===== src/rtl/aes_block_sequencer_if.sv =====
// rtl/aes_block_sequencer_if.sv - config/block/result/core handshake bundle for aes_block_sequencer (cfg_iv under AES_SEQ_CBC_EN)
interface aes_block_sequencer_if;
    logic         cfg_valid;
    logic         cfg_ready;
    logic [255:0] cfg_key;
    logic         cfg_keylen;
    logic         cfg_encdec;
`ifdef AES_SEQ_CBC_EN
    logic [127:0] cfg_iv;
`endif
    logic         in_valid;
    logic         in_ready;
    logic [127:0] in_block;
    logic         out_valid;
    logic         out_ready;
    logic [127:0] out_block;
    logic         core_init;
    logic         core_next;
    logic [255:0] core_key;
    logic         core_keylen;
    logic         core_encdec;
    logic [127:0] core_block;
    logic         core_ready;
    logic         core_result_valid;
    logic [127:0] core_result;
    logic         busy;
    logic         err_timeout;

    // Sequencer side
    modport slave (
`ifdef AES_SEQ_CBC_EN
        input  cfg_iv,
`endif
        input  cfg_valid, cfg_key, cfg_keylen, cfg_encdec,
        input  in_valid, in_block, out_ready,
        input  core_ready, core_result_valid, core_result,
        output cfg_ready, in_ready, out_valid, out_block,
        output core_init, core_next, core_key, core_keylen, core_encdec, core_block,
        output busy, err_timeout
    );

    // Environment side: upstream source, downstream sink and the AES core
    modport master (
`ifdef AES_SEQ_CBC_EN
        output cfg_iv,
`endif
        output cfg_valid, cfg_key, cfg_keylen, cfg_encdec,
        output in_valid, in_block, out_ready,
        output core_ready, core_result_valid, core_result,
        input  cfg_ready, in_ready, out_valid, out_block,
        input  core_init, core_next, core_key, core_keylen, core_encdec, core_block,
        input  busy, err_timeout
    );
endinterface


===== src/rtl/aes_block_sequencer.sv =====
// rtl/aes_block_sequencer.sv - AES core init/next sequencer with watchdog; CBC chaining when AES_SEQ_CBC_EN is defined
module aes_block_sequencer #(
    parameter int WDOG_CYCLES = 64,
    parameter int WDOG_W      = 7
) (
    input  logic                  clk,
    input  logic                  rst,
    aes_block_sequencer_if.slave  bus
);
    typedef enum logic [2:0] {
        S_IDLE   = 3'd0,
        S_KEYEXP = 3'd1,
        S_READY  = 3'd2,
        S_ISSUE  = 3'd3,
        S_WAIT   = 3'd4,
        S_OUT    = 3'd5
    } state_t;

    state_t            state;
    state_t            state_nxt;
    logic [255:0]      key_r;
    logic              keylen_r;
    logic              encdec_r;
    logic [127:0]      blk_r;
    logic [127:0]      out_r;
    logic [127:0]      blk_in;
    logic [127:0]      res_out;
    logic              init_r;
    logic              next_r;
    logic              ov_r;
    logic              err_r;
    logic              key_valid;
    logic [WDOG_W-1:0] wdog;
    logic [WDOG_W-1:0] wdog_inc;
    logic              cfg_rdy;
    logic              in_rdy;
    logic              cfg_acc;
    logic              in_acc;
    logic              out_acc;
    logic              key_done;
    logic              res_cap;
    logic              watched;
    logic              wdog_fire;

    // Handshake decode; ready outputs are forced low while reset is held
    always_comb begin
        cfg_rdy   = !rst && (state == S_IDLE || state == S_READY);
        in_rdy    = !rst && (state == S_READY) && key_valid && !bus.cfg_valid;
        cfg_acc   = cfg_rdy && bus.cfg_valid;
        in_acc    = in_rdy && bus.in_valid;
        out_acc   = ov_r && bus.out_ready;
        // core_ready is stale during the init pulse cycle, so it only counts afterwards
        key_done  = (state == S_KEYEXP) && !init_r && bus.core_ready;
        res_cap   = (state == S_WAIT) && bus.core_result_valid;
        watched   = (state == S_KEYEXP) || (state == S_WAIT);
        wdog_inc  = wdog + WDOG_W'(1);
        wdog_fire = watched && !key_done && !res_cap && (wdog_inc == WDOG_W'(WDOG_CYCLES));
    end

`ifdef AES_SEQ_CBC_EN
    logic [127:0] chain;

    // CBC data path: encrypt whitens the input, decrypt whitens the result
    always_comb begin
        blk_in  = encdec_r ? (bus.in_block ^ chain) : bus.in_block;
        res_out = encdec_r ? bus.core_result : (bus.core_result ^ chain);
    end

    // Chain register: IV on config, then previous ciphertext
    always_ff @(posedge clk or posedge rst) begin
        if (rst) begin
            chain <= '0;
        end else if (cfg_acc) begin
            chain <= bus.cfg_iv;
        end else if (res_cap) begin
            chain <= encdec_r ? bus.core_result : blk_r;
        end
    end
`else
    // ECB data path: blocks pass straight through
    always_comb begin
        blk_in  = bus.in_block;
        res_out = bus.core_result;
    end
`endif

    // State register
    always_ff @(posedge clk or posedge rst) begin
        if (rst) begin
            state <= S_IDLE;
        end else begin
            state <= state_nxt;
        end
    end

    // Next-state logic; a new config always wins over a waiting block
    always_comb begin
        state_nxt = state;
        case (state)
            S_IDLE:   if (cfg_acc) state_nxt = S_KEYEXP;
            S_KEYEXP: begin
                if (key_done)       state_nxt = S_READY;
                else if (wdog_fire) state_nxt = S_IDLE;
            end
            S_READY: begin
                if (cfg_acc)     state_nxt = S_KEYEXP;
                else if (in_acc) state_nxt = S_ISSUE;
            end
            S_ISSUE:  state_nxt = S_WAIT;
            S_WAIT: begin
                if (res_cap)        state_nxt = S_OUT;
                else if (wdog_fire) state_nxt = S_IDLE;
            end
            S_OUT:    if (out_acc) state_nxt = S_READY;
            default:  state_nxt = S_IDLE;
        endcase
    end

    // Config/block registers, core pulses, result register, watchdog and error flag
    always_ff @(posedge clk or posedge rst) begin
        if (rst) begin
            key_r     <= '0;
            keylen_r  <= 1'b0;
            encdec_r  <= 1'b0;
            blk_r     <= '0;
            out_r     <= '0;
            init_r    <= 1'b0;
            next_r    <= 1'b0;
            ov_r      <= 1'b0;
            err_r     <= 1'b0;
            key_valid <= 1'b0;
            wdog      <= '0;
        end else begin
            init_r <= cfg_acc;
            next_r <= in_acc;
            ov_r   <= (state_nxt == S_OUT);
            if (cfg_acc) begin
                key_r     <= bus.cfg_key;
                keylen_r  <= bus.cfg_keylen;
                encdec_r  <= bus.cfg_encdec;
                err_r     <= 1'b0;
                key_valid <= 1'b0;
            end
            if (key_done) key_valid <= 1'b1;
            if (wdog_fire) begin
                err_r     <= 1'b1;
                key_valid <= 1'b0;
            end
            if (in_acc)  blk_r <= blk_in;
            if (res_cap) out_r <= res_out;
            if (watched && (state_nxt == state)) wdog <= wdog_inc;
            else                                 wdog <= '0;
        end
    end

    assign bus.cfg_ready   = cfg_rdy;
    assign bus.in_ready    = in_rdy;
    assign bus.out_valid   = ov_r;
    assign bus.out_block   = out_r;
    assign bus.core_init   = init_r;
    assign bus.core_next   = next_r;
    assign bus.core_key    = key_r;
    assign bus.core_keylen = keylen_r;
    assign bus.core_encdec = encdec_r;
    assign bus.core_block  = blk_r;
    assign bus.busy        = (state != S_IDLE) && (state != S_READY);
    assign bus.err_timeout = err_r;
endmodule

===== src/flat_wrapper.sv =====
// flat-port wrapper written by rule: the top's interface ports become plain ports
module aes_block_sequencer_flat 
#(
    parameter int WDOG_CYCLES = 64,
    parameter int WDOG_W      = 7
)
  (clk, rst, bus_cfg_valid, bus_cfg_key, bus_cfg_keylen, bus_cfg_encdec, bus_in_valid, bus_in_block, bus_out_ready, bus_core_ready, bus_core_result_valid, bus_core_result, bus_cfg_ready, bus_in_ready, bus_out_valid, bus_out_block, bus_core_init, bus_core_next, bus_core_key, bus_core_keylen, bus_core_encdec, bus_core_block, bus_busy, bus_err_timeout);
  aes_block_sequencer_if bus_i ();
  input  logic clk;
  input  logic rst;
  input wire logic [$bits(bus_i.cfg_valid)-1:0] bus_cfg_valid;
  input wire logic [$bits(bus_i.cfg_key)-1:0] bus_cfg_key;
  input wire logic [$bits(bus_i.cfg_keylen)-1:0] bus_cfg_keylen;
  input wire logic [$bits(bus_i.cfg_encdec)-1:0] bus_cfg_encdec;
  input wire logic [$bits(bus_i.in_valid)-1:0] bus_in_valid;
  input wire logic [$bits(bus_i.in_block)-1:0] bus_in_block;
  input wire logic [$bits(bus_i.out_ready)-1:0] bus_out_ready;
  input wire logic [$bits(bus_i.core_ready)-1:0] bus_core_ready;
  input wire logic [$bits(bus_i.core_result_valid)-1:0] bus_core_result_valid;
  input wire logic [$bits(bus_i.core_result)-1:0] bus_core_result;
  output wire logic [$bits(bus_i.cfg_ready)-1:0] bus_cfg_ready;
  output wire logic [$bits(bus_i.in_ready)-1:0] bus_in_ready;
  output wire logic [$bits(bus_i.out_valid)-1:0] bus_out_valid;
  output wire logic [$bits(bus_i.out_block)-1:0] bus_out_block;
  output wire logic [$bits(bus_i.core_init)-1:0] bus_core_init;
  output wire logic [$bits(bus_i.core_next)-1:0] bus_core_next;
  output wire logic [$bits(bus_i.core_key)-1:0] bus_core_key;
  output wire logic [$bits(bus_i.core_keylen)-1:0] bus_core_keylen;
  output wire logic [$bits(bus_i.core_encdec)-1:0] bus_core_encdec;
  output wire logic [$bits(bus_i.core_block)-1:0] bus_core_block;
  output wire logic [$bits(bus_i.busy)-1:0] bus_busy;
  output wire logic [$bits(bus_i.err_timeout)-1:0] bus_err_timeout;
  assign bus_i.cfg_valid = bus_cfg_valid;
  assign bus_i.cfg_key = bus_cfg_key;
  assign bus_i.cfg_keylen = bus_cfg_keylen;
  assign bus_i.cfg_encdec = bus_cfg_encdec;
  assign bus_i.in_valid = bus_in_valid;
  assign bus_i.in_block = bus_in_block;
  assign bus_i.out_ready = bus_out_ready;
  assign bus_i.core_ready = bus_core_ready;
  assign bus_i.core_result_valid = bus_core_result_valid;
  assign bus_i.core_result = bus_core_result;
  assign bus_cfg_ready = bus_i.cfg_ready;
  assign bus_in_ready = bus_i.in_ready;
  assign bus_out_valid = bus_i.out_valid;
  assign bus_out_block = bus_i.out_block;
  assign bus_core_init = bus_i.core_init;
  assign bus_core_next = bus_i.core_next;
  assign bus_core_key = bus_i.core_key;
  assign bus_core_keylen = bus_i.core_keylen;
  assign bus_core_encdec = bus_i.core_encdec;
  assign bus_core_block = bus_i.core_block;
  assign bus_busy = bus_i.busy;
  assign bus_err_timeout = bus_i.err_timeout;
  aes_block_sequencer #(.WDOG_CYCLES(WDOG_CYCLES), .WDOG_W(WDOG_W)) u_core (.clk(clk), .rst(rst), .bus(bus_i));
endmodule

===== config.mk =====
export PLATFORM = sky130hd
export DESIGN_NAME = aes_block_sequencer_flat
export DESIGN_NICKNAME = d
export VERILOG_FILES = /design/src/rtl/aes_block_sequencer_if.sv /design/src/rtl/aes_block_sequencer.sv /design/src/flat_wrapper.sv
export SDC_FILE = /design/constraint.sdc
export NUM_CORES = 1
export LEC_CHECK = 0
export ABC_AREA = 1
export BUFFER_PORTS_ARGS = -buffer_cell sky130_fd_sc_hd__buf_2
export CAP_MARGIN = 25
export CORE_AREA = 2 2 403 405
export CTS_BUF_LIST = sky130_fd_sc_hd__clkbuf_16
export CTS_CLUSTER_DIAMETER = 60
export CTS_CLUSTER_SIZE = 14
export DETAILED_ROUTE_END_ITERATION = 6
export DIE_AREA = 0 0 405 407
export GPL_TIMING_DRIVEN = 1
export PLACE_DENSITY = 0.33
export SETUP_SLACK_MARGIN = 0.2
export SYNTH_ARGS = -nofsm -noshare
export SYNTH_HDL_FRONTEND = slang
export SYNTH_SLANG_ARGS = --single-unit

===== constraint.sdc =====
create_clock -name clk -period 17.8 [get_ports clk]
set_input_delay 3.56 -clock clk [delete_from_list [all_inputs] [get_ports clk]]
set_output_delay 3.56 -clock clk [all_outputs]
set_load 0.01 [all_outputs]

**Yosys cells after proc, flatten, opt, wreduce, memory -nomap -nowiden**

Cells that the tools add are included.

- Register bits after elaboration: 529
- Input bits: 521
- Logic and storage cells: 61

- Add/sub/neg operators: 1
- Eq/ne operators: 9
- Mux-type cells: 13
- Reduce and logical (&&, ||, !) cells: 26

Operators with widths:

| kind | count |
|---|---|
| 2-to-1 mux 3 bit | 7 |
| one-hot mux 3 bit (6 select lines) | 1 |
| logical AND 1 bit | 15 |
| == test 3 bit, second input constant | 3 |
| adder 7 x 1 -> 7 bit, second input constant | 1 |
| == test 7 bit, second input constant | 1 |
| 2-to-1 mux 7 bit | 1 |
| == test 3 x 2 -> 1 bit, second input constant | 2 |
| nonzero test 3 bit | 2 |
| logical NOT 1 bit | 5 |
| 2-to-1 mux 1 bit | 4 |
| == test 3 x 1 -> 1 bit, second input constant | 1 |
| == test 3 bit | 1 |
| logical NOT 3 bit | 1 |
| inequality test 3 x 2 -> 1 bit, second input constant | 1 |
| logical OR 1 bit | 2 |
| nonzero test 2 bit | 1 |

**Depth between registers and ports, before layout**

Gate-level depths: netlist of run 1.

- Depth after elaboration: 13
- Mapped depth: 13
- Depth with buffers taken out: 13

**Worst setup path after synthesis of run 1**

OpenSTA, ideal clock, no wires.

- Kind: input -> output
- From: input port rst
- To: output port bus_in_ready
- Arrival time: 4.004 ns
- Data required time: 14.240 ns
- Path slack: 10.236 ns
- Stages on the path: 1
- Path buffers: 0
- Cells stage by stage: nor4_1

- Word-level cells in the longest chain between the ends: 4

RTL lines:

| what | RTL line | RTL |
|---|---|---|
| start, declared | flat_wrapper.sv:10 | `input logic rst;` |
| logical NOT 1 bit | aes_block_sequencer.sv:48 | `in_rdy = !rst && (state == S_READY) && key_valid && !bus.cfg_valid;` |
| logical AND 1 bit (3 in a row) | aes_block_sequencer.sv:48 |  |
| end, declared | flat_wrapper.sv:22 | `output wire logic [$bits(bus_i.in_ready)-1:0] bus_in_ready;` |

No other way between the ends.

**Final worst setup path of run 1**

Same ends and word-level chain as after synthesis.

==> metrics.cfg, run 1 <==
[sta]
fmax_mhz = 121
hold_violations = 0
period_share_pct = 46.4
fin_tns_setup_ps = 0
slew_headroom_pct = 34.9
finalSetupViolCount = 0
skew_ps = 43.9
grt_setup_unrepaired = false
min_period_ps = 8260
slew_viol_final = 0
worst_slew_pin_slew_ps = 976

[worst_setup_path]
required_ps = 14240
startpoint_type = input port
endpoint_kind = output port
crit_type = input port to output port
crit_arrival_ps = 4700
critPathMaxFanout = 4
r2r_cells = 9

[logic_synthesis]
yosys-top-cells-area = dfrtp_1 (66%), nand2_1 (29%), buf_2 (1.3%), clkbuf_1 (0.99%), nor3_2 (0.40%)
ys_top_cells_by_count = nand2_1 (1566), dfrtp_1 (529), buf_2 (54), clkbuf_1 (53), inv_1 (18)
async_flop_share_pct = 100
synth_cell_types = 25
syn-instance-count = 2278
synth.top_cell.area_share_pct = 66.1
syn_avg_cell_area_um2 = 8.79
syn-cell-area_um2 = 20000
synth.most_common_cell = nand2_1
synthFlopType = dfrtp_1
synth_seq_area_share_pct = 66.1
synthesis.nets = 2801
yosysWarnings = 0
synth_edf_count = 0
yosys.area.top_type = dfrtp_1
ys_ff_latch = 529

[floorplan]
start_util_pct = 12.5
ioPinCount = 1042
core_um2 = 160000
dieWidth_um = 405
die_height_um = 407
row_count = 147
dieArea_um2 = 165000

[run]
max_cap_viol_count = 0

[power]
peakVddDrop_mv = 0.0703
power_switching_mw = 2.10
cellLeakagePower_nw = 17.3
totalPowerFinal_mw = 5.52
p_comb_share_pct = 32.5
seqPwrFrac_pct = 36.9
p_sw_share_pct = 38.1
cellPowerDensity_nw_per_um2 = 181
p_int_mw = 3.42
clock_power_share_pct = 30.6

[clock_network]
cts_root_buffer = clkbuf_16
clk_pin_slew_worst_paths_ps = 50
ctsLongestPathBuffers = 3
tritoncts = done
clock_sinks = 529
clk_latency_ps = 670
ctsHtreeMaxLevel = 3
ctsResizeCount = 0
cts_setup_buffers = 0
postCtsHoldBufs = 0
cts_made_buffers = 82

[placement]
dpl.hpwl_mm = 75.5
place.gp.congestion = 0.813
port_buffers = 1041

[route]
vias_per_cell = 3.35
wire_per_inst_um = 18.2
vias = 18600
drtPass1Iterations = 5
drt_iter0_drc = 1024
route.detailed.drc = 0
routed_wl_mm = 101
antenna_left = 0

[min_path]
hold-path-cell-count = 2
hp-class = register to register

[grt]
antenna_found_initial = 48
overflow = 0
grt_pass1_vias = 18800
grt_pass1_wl_mm = 139
grt_usage_pct = 11.7
grt_max_degree = 138

[run_status]
run_status = finished, final reports clean

[final_layout]
drive_gt1_share_pct = 36.0
area_growth_pct = 52.5
num-fill-cells = 18200
nNetsFinal = 3834

## sequential cells by signal, indices dropped and copies added (netlist names)
register	flops
u_core.bus.err_timeout	1
u_core.bus.core_block	128
u_core.bus.out_block	128
u_core.bus.core_next	1
u_core.bus.out_valid	1
u_core.bus.core_init	1
u_core.bus.core_key	256
u_core.bus.core_keylen	1
u_core.state	3
u_core.key_valid	1
u_core.wdog	7
u_core.bus.core_encdec	1
## area by class of cell
type	count	area, µm²	area share (%)
antenna	13	32.5	0.106
clock buffer	83	2080	6.80
clock inverter	64	719	2.36
inverter	21	97.6	0.319
multi-input combinational	1616	6250	20.5
sequential	529	13200	43.3
tap	2160	2700	8.85
timing repair buffer	1061	5430	17.8
## critical path: stages
cell	delay [ps]
buf_2	140
nor4_1	730
buf_2	260
## cell usage in the layout, fill, tap and decap left out, types with 3 or more instances in the layout
master,count
diode_2,13
inv_8,8
nand2_2,5
nor2_2,4
nand2_1,1566
nor2_1,7
clkinvlp_4,8
nor3_2,8
bufinv_16,10
clkbuf_16,83
buf_2,1041
clkinv_1,14
dfrtp_1,529
inv_1,24
inv_6,8
buf_12,4
inv_16,3
clkinv_4,5
nand3_1,6
buf_4,15
## kinds of logic after synthesis
family | count (synthesis) | share of synthesized area, %
buffers and inverters | 133 | 2.83
AO/OA/AOI/OAI | 7 | 0.225
AND/OR/NAND/NOR | 1607 | 30.7
flip-flops | 529 | 66.1
adder cells (fa/ha/maj) | 2 | 0.125
## power by group through the flow
| stage | logic, mW | clock network, mW | registers (mW) |
|---|---|---|---|
| after CTS | 1.86 | 1.76 | 2.04 |
| after detailed placement | 1.86 | 0 | 2.05 |
| after global placement | 1.86 | 0 | 2.04 |
| after global routing | 2.00 | 1.80 | 2.11 |
| final | 1.79 | 1.69 | 2.04 |
| after floorplan | 0.574 | 0 | 2.30 |
## metal layers
layer / vias up / global-route usage, % / part of all wire [%]
li1: 8976 / - / -
met1: 8683 / 12.9 / 37
met2: 652 / 20.1 / 50
met3: 193 / 4.49 / 9.2
met4: 64 / 4.84 / 3.2
met5: - / 0 / 0.37
## path summary, 6_finish.rpt
check | to | from | slack (ps)
worst max register to register | u_core.bus.core_key[138] | u_core.state[0] | 14210
worst min register to register | u_core.bus.out_block[87] | u_core.bus.out_block[87] | 460
min in group asynchronous | u_core.bus.out_block[11] | rst | 2910
worst max-delay path | bus_in_ready | rst | 9540
worst min-delay path | u_core.bus.out_block[87] | u_core.bus.out_block[87] | 460
max in group asynchronous | u_core.bus.out_block[100] | rst | 12260
## through the flow
stage	setup slack (ps)	cell area (µm²)	hold WS (ps)	instances	util, %
after floorplan	7050	20000	489	2278	-
after global placement	9490	27700	448	5385	17.3
after detailed placement	9430	27700	454	5385	17.3
after CTS	9430	30500	468	5532	19.0
after global routing	9530	30500	481	5540	19.1
final	9540	30500	463	5547	19.1
Power figures use the tool's default switching activity.
==> inputs of run 2 (changes only) <==
==> constraint.sdc (replaced) <==
create_clock -name clk -period 7 [get_ports clk]
set_input_delay 1.4 -clock clk [delete_from_list [all_inputs] [get_ports clk]]
set_output_delay 1.4 -clock clk [all_outputs]
set_load 0.01 [all_outputs]
==> metrics.cfg, run 2 (synthesis gave the netlist of run 1 again) <==
[route]
antenna_left = 0  ; unchanged
drtPass1Iterations = 5  ; unchanged
wire_per_inst_um = 18.2  ; +0.26%
vias_per_cell = 3.36  ; +0.45%
vias = 18700  ; +0.52%
route.detailed.drc = 0  ; unchanged
routed_wl_mm = 101  ; +0.33%
drt_iter0_drc = 898  ; -12%

[worst_setup_path]
critPathMostFrequentCell = buf_2
endpoint_kind = output port
crit_arrival_ps = 2540  ; -2160 ps
critPathMaxFanout = 4  ; unchanged
max_stage_delay_ps = 720  ; about the same
path_cells = buf_2 > nor4_1 > buf_2
crit_slowest_cell = nor4_1
required_ps = 5600  ; -8640 ps
startpoint_type = input port
crit_type = input port to output port

[placement]
place_area_um2 = 27800  ; +0.37%
port_buffers = 1041  ; unchanged
dp.cells = 5391  ; +0.11%
pre_cts_slack_ps = 2540  ; -6890 ps
place.gp.congestion = 0.822  ; +1.0%
dpl.hpwl_mm = 76.0  ; +0.78%

[power]
cellLeakagePower_nw = 17.3  ; +0.24%
peakVddDrop_mv = 0.185  ; +160%
totalPowerFinal_mw = 14.1  ; +150%
cellPowerDensity_nw_per_um2 = 459  ; +150%

[clock_network]
postCtsHoldBufs = 0  ; unchanged
cts_made_buffers = 81  ; -1.2%
ctsLongestPathBuffers = 3  ; unchanged
tritoncts = done
clock_sinks = 529  ; unchanged
cts_root_buffer = clkbuf_16
clk_latency_ps = 670  ; about the same
ctsResizeCount = 0  ; unchanged
ctsHtreeMaxLevel = 3  ; unchanged
clk_pin_slew_worst_paths_ps = 50  ; about the same
cts_setup_buffers = 0  ; unchanged

[floorplan]
dieWidth_um = 405  ; unchanged
start_util_pct = 12.5  ; unchanged
die_height_um = 407  ; unchanged
row_count = 147  ; unchanged
core_um2 = 160000  ; unchanged
dieArea_um2 = 165000  ; unchanged
ioPinCount = 1042  ; unchanged

[sta]
fmax_mhz = 254
period_share_pct = 56.3
worst_slew_pin_slew_ps = 941  ; -35.6 ps
slew_headroom_pct = 37.3  ; +2.4 points
timing.final.ws_setup_ps = 3060  ; -6480 ps
skew_ps = 40.9  ; -2.95 ps
slew_viol_final = 0  ; unchanged
whs_ps = 461  ; -1.94 ps
hold_violations = 0  ; unchanged
finalSetupViolCount = 0  ; unchanged
min_period_ps = 3940
grt_setup_unrepaired = false

[final_layout]
stdcell_area_um2 = 30600  ; +0.31%
drive_gt1_share_pct = 36.4  ; +0.42 points
area_growth_pct = 53.0
mostFrequentLayoutCells = nand2_1 (1566), buf_2 (1041), dfrtp_1 (529), clkbuf_16 (81), inv_1 (24)
largest_reg_flops = 256  ; unchanged
nNetsFinal = 3837  ; +0.078%
stdcell_count = 5551  ; +0.072%
final_common_cell = nand2_1

[grt]
grt_pass1_vias = 19100  ; +1.5%
overflow = 0  ; unchanged
grt_usage_pct = 11.7  ; +0.041 points
grt_max_degree = 132  ; -4.3%
grt_pass1_wl_mm = 140  ; +0.60%
antenna_found_initial = 52  ; +8.3%

[min_path]
hp-class = register to register

[run]
max_cap_viol_count = 0  ; unchanged

[run_status]
run_status = finished, final reports clean

==> run 2: cell count changes in the layout (fill, tap and decap cells not counted) <==
cell        delta
buf_12         +2
inv_6          +2
inv_16         -3
buf_4          +2
clkinv_2       +9
clkbuf_16      -2
clkinv_16      +3
clkinv_8       +3
diode_2        -4
clkinvlp_4     +2
inv_8          -6
clkinv_1       -9
clkinv_4       +5
==> run 2: path summary, 6_finish.rpt <==
check                           slack, ps                        end                     start  depth (start not counted)
worst max register to register       3590  u_core.bus.core_block[25]           u_core.state[0]                          8
worst min-delay path                  460   u_core.bus.out_block[50]  u_core.bus.out_block[50]                          2
worst min register to register        460   u_core.bus.out_block[50]  u_core.bus.out_block[50]                          2
max in group asynchronous            4540   u_core.bus.core_key[159]                       rst                          4
min in group asynchronous             870   u_core.bus.core_key[214]                       rst                          2
worst max-delay path                 3060               bus_in_ready                       rst                          3
==> run 2: layer usage <==
metal	GRT usage, %	share of wire [%]	wire, µm	vias up
li1	-	-	-	8981
met1	12.9	38	38000	8716
met2	20.3	50	50700	669
met3	4.65	8.6	8710	219
met4	4.33	3.3	3330	80
met5	0	0.48	484	-
==> run 2: area by class of cell <==
type | instances | area, µm²
fillers | 18100 | 130000
flip-flops and latches | 529 | 13200
multi-input cells | 1616 | 6250
repair buffers | 1065 | 5490
well taps | 2160 | 2700
clock buffers | 81 | 2030
clock inverters | 70 | 818
inverters | 21 | 97.6
diodes | 9 | 22.5
==> run 2: per-stage QoR <==
| step | TNS, ps | util, % |
|---|---|---|
| 2_1_floorplan | -841170 | - |
| 3_3_place_gp | 0 | 17.3 |
| 3_5_place_dp | 0 | 17.3 |
| 4_1_cts | 0 | 19.1 |
| 5_1_grt | 0 | 19.1 |
| 6_report | 0 | 19.1 |
==> run 2: where the power goes <==
part | internal, mW | switching, mW
registers | 4.44 | 0.763
clock network | 2.54 | 1.75
logic | 1.68 | 2.87
total | 8.66 | 5.39
==> run 2: critical path, delay by kind of cell <==
kind,cells,cell delay (ps)
AND/OR/NAND/NOR,1,720
buffers and inverters,2,410
